## src/rtl/mult_div_unit.sv

```systemverilog
// Iterative unsigned multiply/divide unit with HI/LO result registers.
// Define MDU_DIV_EN to build the restoring divider; otherwise DIVU is a no-op.
module mult_div_unit #(
    parameter int WORD_LENGTH = 32
) (
    input  logic                   clk,
    input  logic                   reset,
    input  logic                   start,
    input  logic [1:0]             op,
    input  logic [WORD_LENGTH-1:0] dataA,
    input  logic [WORD_LENGTH-1:0] dataB,
    output logic                   busy,
    output logic                   done,
    output logic                   div_by_zero,
    output logic [WORD_LENGTH-1:0] hi,
    output logic [WORD_LENGTH-1:0] lo
);

    localparam int W  = WORD_LENGTH;
    localparam int CW = $clog2(WORD_LENGTH + 1);

    localparam logic [1:0] OP_MULTU = 2'b00;
    localparam logic [1:0] OP_DIVU  = 2'b01;
    localparam logic [1:0] OP_MTHI  = 2'b10;
    localparam logic [1:0] OP_MTLO  = 2'b11;

    typedef enum logic [1:0] {
        IDLE,
        MUL,
        DIV,
        DONE
    } state_t;

    state_t        state;
    logic [W-1:0]  acc_hi;
    logic [W-1:0]  acc_lo;
    logic [W-1:0]  opnd;
    logic [CW-1:0] cnt;

    logic          last;
    logic [W:0]    mul_sum;
    logic [W-1:0]  mul_hi;
    logic [W-1:0]  mul_lo;

    assign last = (cnt == CW'(W - 1));

    // acc_lo holds the multiplier and shifts right as product bits fill in
    always_comb begin
        mul_sum = {1'b0, acc_hi} + {1'b0, (acc_lo[0] ? opnd : '0)};
        mul_hi  = mul_sum[W:1];
        mul_lo  = {mul_sum[0], acc_lo[W-1:1]};
    end

`ifdef MDU_DIV_EN
    logic [W:0]   div_shift;
    logic [W:0]   div_diff;
    logic [W-1:0] div_hi;
    logic [W-1:0] div_lo;

    // acc_hi is the partial remainder, acc_lo shifts dividend out and quotient in
    always_comb begin
        div_shift = {acc_hi, acc_lo[W-1]};
        div_diff  = div_shift - {1'b0, opnd};
        div_hi    = div_diff[W] ? div_shift[W-1:0] : div_diff[W-1:0];
        div_lo    = {acc_lo[W-2:0], ~div_diff[W]};
    end
`endif

    always_ff @(posedge clk) begin
        if (!reset) begin
            state       <= IDLE;
            busy        <= 1'b0;
            done        <= 1'b0;
            div_by_zero <= 1'b0;
            hi          <= '0;
            lo          <= '0;
            acc_hi      <= '0;
            acc_lo      <= '0;
            opnd        <= '0;
            cnt         <= '0;
        end else begin
            done <= 1'b0;
            unique case (state)
                IDLE: begin
                    if (start) begin
                        div_by_zero <= 1'b0;
                        cnt         <= '0;
                        acc_hi      <= '0;
                        acc_lo      <= dataB;
                        opnd        <= dataA;
                        unique case (op)
                            OP_MULTU: begin
                                state <= MUL;
                                busy  <= 1'b1;
                            end
                            OP_DIVU: begin
`ifdef MDU_DIV_EN
                                if (dataB == '0) begin
                                    state       <= DONE;
                                    done        <= 1'b1;
                                    hi          <= dataA;
                                    lo          <= '1;
                                    div_by_zero <= 1'b1;
                                end else begin
                                    state  <= DIV;
                                    busy   <= 1'b1;
                                    acc_lo <= dataA;
                                    opnd   <= dataB;
                                end
`else
                                state <= DONE;
                                done  <= 1'b1;
`endif
                            end
                            OP_MTHI: begin
                                state <= DONE;
                                done  <= 1'b1;
                                hi    <= dataA;
                            end
                            OP_MTLO: begin
                                state <= DONE;
                                done  <= 1'b1;
                                lo    <= dataA;
                            end
                            default: state <= IDLE;
                        endcase
                    end
                end
                MUL: begin
                    acc_hi <= mul_hi;
                    acc_lo <= mul_lo;
                    cnt    <= cnt + 1'b1;
                    if (last) begin
                        state <= DONE;
                        busy  <= 1'b0;
                        done  <= 1'b1;
                        hi    <= mul_hi;
                        lo    <= mul_lo;
                    end
                end
                DIV: begin
`ifdef MDU_DIV_EN
                    acc_hi <= div_hi;
                    acc_lo <= div_lo;
                    cnt    <= cnt + 1'b1;
                    if (last) begin
                        state <= DONE;
                        busy  <= 1'b0;
                        done  <= 1'b1;
                        hi    <= div_hi;
                        lo    <= div_lo;
                    end
`else
                    state <= IDLE;
                    busy  <= 1'b0;
`endif
                end
                DONE: state <= IDLE;
                default: begin
                    state <= IDLE;
                    busy  <= 1'b0;
                end
            endcase
        end
    end

endmodule

```

## config.mk

```make
export PLATFORM = sky130hd
export DESIGN_NAME = mult_div_unit
export DESIGN_NICKNAME = d
export VERILOG_FILES = /design/src/rtl/mult_div_unit.sv
export SDC_FILE = /design/constraint.sdc
export NUM_CORES = 1
export LEC_CHECK = 0
export ABC_CLOCK_PERIOD_IN_PS = 3480
export BUFFER_PORTS_ARGS = -buffer_cell sky130_fd_sc_hd__buf_2
export CORE_MARGIN = 1
export CORE_UTILIZATION = 57
export CTS_CLUSTER_SIZE = 10
export DETAILED_ROUTE_END_ITERATION = 12
export PLACE_DENSITY = 0.79
export SYNTH_ARGS = -nofsm -noshare
export SYNTH_HDL_FRONTEND = slang
export SYNTH_SLANG_ARGS = --single-unit
export TNS_END_PERCENT = 10
```

## constraint.sdc

```tcl
create_clock -name clk -period 3.48 [get_ports clk]
set_input_delay 1.044 -clock clk [delete_from_list [all_inputs] [get_ports clk]]
set_output_delay 1.044 -clock clk [all_outputs]
set_load 0.02 [all_outputs]
```

After elaboration in Yosys (flattened, before gate mapping)
Cells that the tools add are included.
{ "classes": {"add_sub_neg": 2, "eq_ne": 12, "n_mux": 27, "n_reduce_logical": 12} }
{ "ops": {"columns": ["op", "n"], "rows": [
  ["two-way mux 32 bit", 9],
  ["case mux 32 bit (2 select lines)", 4],
  ["adder 32 x 32 -> 33 bit", 1],
  ["case mux 6 bit (2 select lines)", 1],
  ["AND reduction 4 bit", 3],
  ["== test 2 bit, second input constant", 4],
  ["adder 6 x 1 -> 6 bit, second input constant", 1],
  ["== test 6 x 5 -> 1 bit, second input constant", 1],
  ["two-way mux 1 bit", 6],
  ["two-way mux 6 bit", 1],
  ["inequality test 2 x 1 -> 1 bit, second input constant", 3],
  ["case mux 2 bit (3 select lines)", 1],
  ["AND reduction 2 bit", 3],
  ["== test 2 x 1 -> 1 bit, second input constant", 2],
  ["zero test 2 bit", 2],
  ["two-way mux 2 bit", 2],
  ["inequality test 2 bit, second input constant", 2],
  ["case mux 2 bit (2 select lines)", 1],
  ["case mux 1 bit (3 select lines)", 1],
  ["nonzero test 3 bit", 1],
  ["OR reduction 3 bit", 1],
  ["case mux 1 bit (2 select lines)", 1],
  ["nonzero test 2 bit", 1],
  ["OR reduction 2 bit", 1]
]} }
{ "totals": {"ff_bits": 170, "out_inout_bits": 67} }

Longest topological paths before layout
{ "depth": {"ltp_word": 5, "ltp_mapped": 12} }

Worst setup path after synthesis
OpenSTA, ideal clock, no wires.
{ "synth_timing": {"path_type": "register -> register", "from": "register acc_lo[0]", "to": "register hi[31]", "arrival_time_ps": 2688, "required_time_ps": 3349, "slack_ps": 661, "path_stages_with_launch": 12, "path_buffers": 0, "synth_period_minus_slack_ps": 2819, "cell_sequence": "dfxtp_1 > and2_1 > ha_1 > fa_1 > a21o_1 > a221oi_2 > o31ai_2 > a211o_1 > a31o_2 > a31o_1 > a21oi_1 > o31ai_1"} }
{ "synth_via": {"elab_chain_cells": 4} }
{ "synth_rtl": {"columns": ["element", "line_no", "source"], "rows": [
  ["start, declared", "36", "logic [W-1:0] acc_lo;"],
  ["start signal, assigned", "89", "acc_lo <= dataB;"],
  ["start signal, assigned", "131", "acc_lo <= mul_lo;"],
  ["two-way mux 32 bit", "49", "mul_sum = {1'b0, acc_hi} + {1'b0, (acc_lo[0] ? opnd : '0)};"],
  ["adder 32 x 32 -> 33 bit", "49", null],
  ["two-way mux 32 bit", "133", "if (last) begin"],
  ["case mux 32 bit (2 select lines)", "83", "unique case (state)"],
  ["end signal, assigned", "118", "hi <= dataA;"],
  ["end signal, assigned", "137", "hi <= mul_hi;"],
  ["end, declared", "15", "output logic [WORD_LENGTH-1:0] hi,"]
]} }
Every way passes these cells. The select of a mux whose other input is x is not followed.
A chain may end at the register's enable or synchronous reset.

Worst setup path in the final report
{ "layout_timing": {"from": "register acc_lo[0]", "to": "register acc_hi[31]"} }
{ "layout_via": {"elab_chain_cells": 3} }
{ "layout_rtl": {"columns": ["element", "line_no", "source"], "rows": [
  ["two-way mux 32 bit", "49", null],
  ["adder 32 x 32 -> 33 bit", "49", null],
  ["case mux 32 bit (2 select lines)", "83", null],
  ["end signal, assigned", "130", "acc_hi <= mul_hi;"],
  ["end, declared", "35", "logic [W-1:0] acc_hi;"]
]} }
Every way passes these cells.

==> out/metrics.csv <==
metric,value,unit
num_rows,44,
max_stage_delay,0.44,ns
routed_wl,23700,um
crit_chain,"and2_1, ha_1, fa_1, a21o_1, a221oi_2, o31ai_2, a211o_1, a31o_2, a31o_1, a21oi_1, o21ai_1",
grt_antenna_before_repair,0,
post_cts_buffers,0,
ys_seq_area_frac,0.400,
fin_crit,3.18,ns
grt_pass1_vias,7667,
cp.arrival,3.50,ns
crit_fanout,5,
skew,0.0106,ns
synth_cell_type_count,59,
start_util,0.586,
die_area,15400,um^2
cts_sinks,170,
yosysWarnings,0,
htree_levels,4,
grt_use_total,0.309,
vias_per_cell,5.99,
routedWlPerCell,17.4,um
grt-ovfl-total,0,
clk_pin_slew,0.07,ns
ys_ff_latch,170,
hold_class,reg -> reg,
synth_edf_count,0,
setup_tns,0,ns
setup_viol,0,
grt_max_degree,101,
clock.fmax,0.315,GHz
cts_buffers,17,
critical_path_class,reg -> reg,
power_density,788,nW/um^2
synthTopCellsByArea,"dfxtp_1 40%, nand2_1 7.9%, a21oi_1 6.1%",
fp.dieW,124,um
post-dp-hpwl,16700,um
slew_headroom,0.447,
drt_iter0_drc,698,
worst_path_max_delay_cell,a221oi_2,
nNetsFinal,1269,
synthArstFlopShare,0,
min_path_cells,2,
layout_common_cells,"179 x nand2_1, 170 x dfxtp_1, 134 x buf_2",
synth_area,8510,um^2
required,3.80,ns
mostFrequentLayoutCell,nand2_1,
cts_tree,yes,
dr.pass1.iters,5,
ant_nets,0,
syn_area_per_cell,7.94,um^2
synth-compound-area-share,0.265,
num_vias,8148,
holdWs,0.444,ns
synthAdderAreaFrac,0.0538,
p_leak,4.54,nW
port_buffers,134,
yosys.area.top_type,dfxtp_1,
cts-root-buf,clkbuf_16,
clockBufferDepth,2,
drive_above_1_share,0.172,
ir_worst_vdd,0.564,mV
cts_resized,0,
r2r_cells,11,
diodes,0,
worstMarginPinSlew,0.826,ns
synth_cells,1072,
ys.flop_type,dfxtp_1,
synth_top_family_by_area,compound AO/OA/AOI/OAI gates,
synth_xor_area_frac,0.0298,
clkLatencyLatePin,0.43,ns
core,14500,um^2
area_growth_syn_to_layout,15.9,%
start_kind,flop,
total_power,7.78,mW
rsz0062_at_grt,no,
grt_pass1_wl,38400,um
muxShareOfSynthArea,0.00823,
drc_errors,0,
critPathCaptureType,flop,
cts_hold_buffers,0,
finalHoldViolCount,0,
synthSimpleGateAreaFrac,0.201,
nFillCells,1259,
die_h,124,um
synth_top_area_share,0.400,
status,completed,
fin_crit_sh,0.913,
drv_slew,0,
syn_nets,1177,
gp_congestion,0.898,
drv_cap,0,
io_pins,136,
==> per-stage QoR <==
| stage | setup slack, ns | utilization | std cells | area [um^2] |
|---|---|---|---|---|
| global placement | 0.469 | 0.639 | 1329 | 9290 |
| global route | 0.0799 | 0.679 | 1361 | 9870 |
| detailed placement | 0.371 | 0.639 | 1329 | 9290 |
| finish | 0.304 | 0.679 | 1361 | 9870 |
| CTS | 0.333 | 0.679 | 1361 | 9870 |
| floorplan | 0.661 | - | 1072 | 8510 |
==> kinds of logic after synthesis <==
group	after synthesis
xor gates and xnor gates	29
adders and majority gates	36
muxes	7
DFF	170
and+or+nand+nor	385
buffers and inverters	94
AOI/OAI and AO/OA	350
other	1
==> power by group <==
group          switching, mW  internal [mW]  total [mW]
combinational           2.08           1.01        3.09
clock                  0.809           1.08        1.89
sequential             0.316           2.48        2.80
total                   3.20           4.58        7.78
==> synthesized netlist by cell type, drive strengths merged, types with 4 or more instances <==
cell and instances:
nand2 179, dfxtp 170, a21oi 105, o21ai 89, nor2 84, clkbuf 69, and2 36, ha 35
nand3 32, o22ai 31, o211a 26, a31oi 23, inv 15, xor2 15, nor2b 14, xnor2 14
a21o 13, nand4 12, buf 10, a211oi 9, and3 9, nor3 8, a311oi 7, mux2i 7
o21bai 7, a22o 6, nand3b 5, o211ai 5, o21a 5, a221oi 4, a41oi 4, or3 4
==> sequential cells by signal, summed over array words and instances (netlist names) <==
name	flops
acc_hi	32
hi	32
done	1
lo	32
state	2
opnd	32
cnt	6
acc_lo	32
busy	1
==> critical path, delay by kind of cell, from the launching register on <==
kind,cells,cell delay (ns)
simple gates,1,0.16
flops,1,0.34
fa+ha+maj,2,0.61
compound gates,8,1.95
==> routing by layer <==
layer | part of all wire | track usage
met4 | 0.022 | 0.112
met1 | 0.45 | 0.424
met2 | 0.45 | 0.474
met3 | 0.077 | 0.0703
met5 | 0 | 0
==> final cells by class <==
| cell class | instances | area (um^2) | share of cell area |
|---|---|---|---|
| multi-input combinational | 808 | 4780 | 0.484 |
| sequential | 170 | 3400 | 0.345 |
| timing repair buffer | 152 | 818 | 0.0829 |
| clock buffer | 19 | 443 | 0.0449 |
| tap | 184 | 230 | 0.0233 |
| clock inverter | 13 | 139 | 0.0141 |
| inverter | 15 | 56.3 | 0.00571 |
==> path summary, 6_finish.rpt <==
kind                    from          to  slack [ns]
setup / recovery   acc_lo[0]  acc_hi[31]        0.30
hold / removal    acc_hi[23]  acc_hi[23]        0.44
setup reg to reg   acc_lo[0]  acc_hi[31]        0.30
hold reg to reg   acc_hi[23]  acc_hi[23]        0.44
No activity file was read; power rests on OpenSTA's default activity.
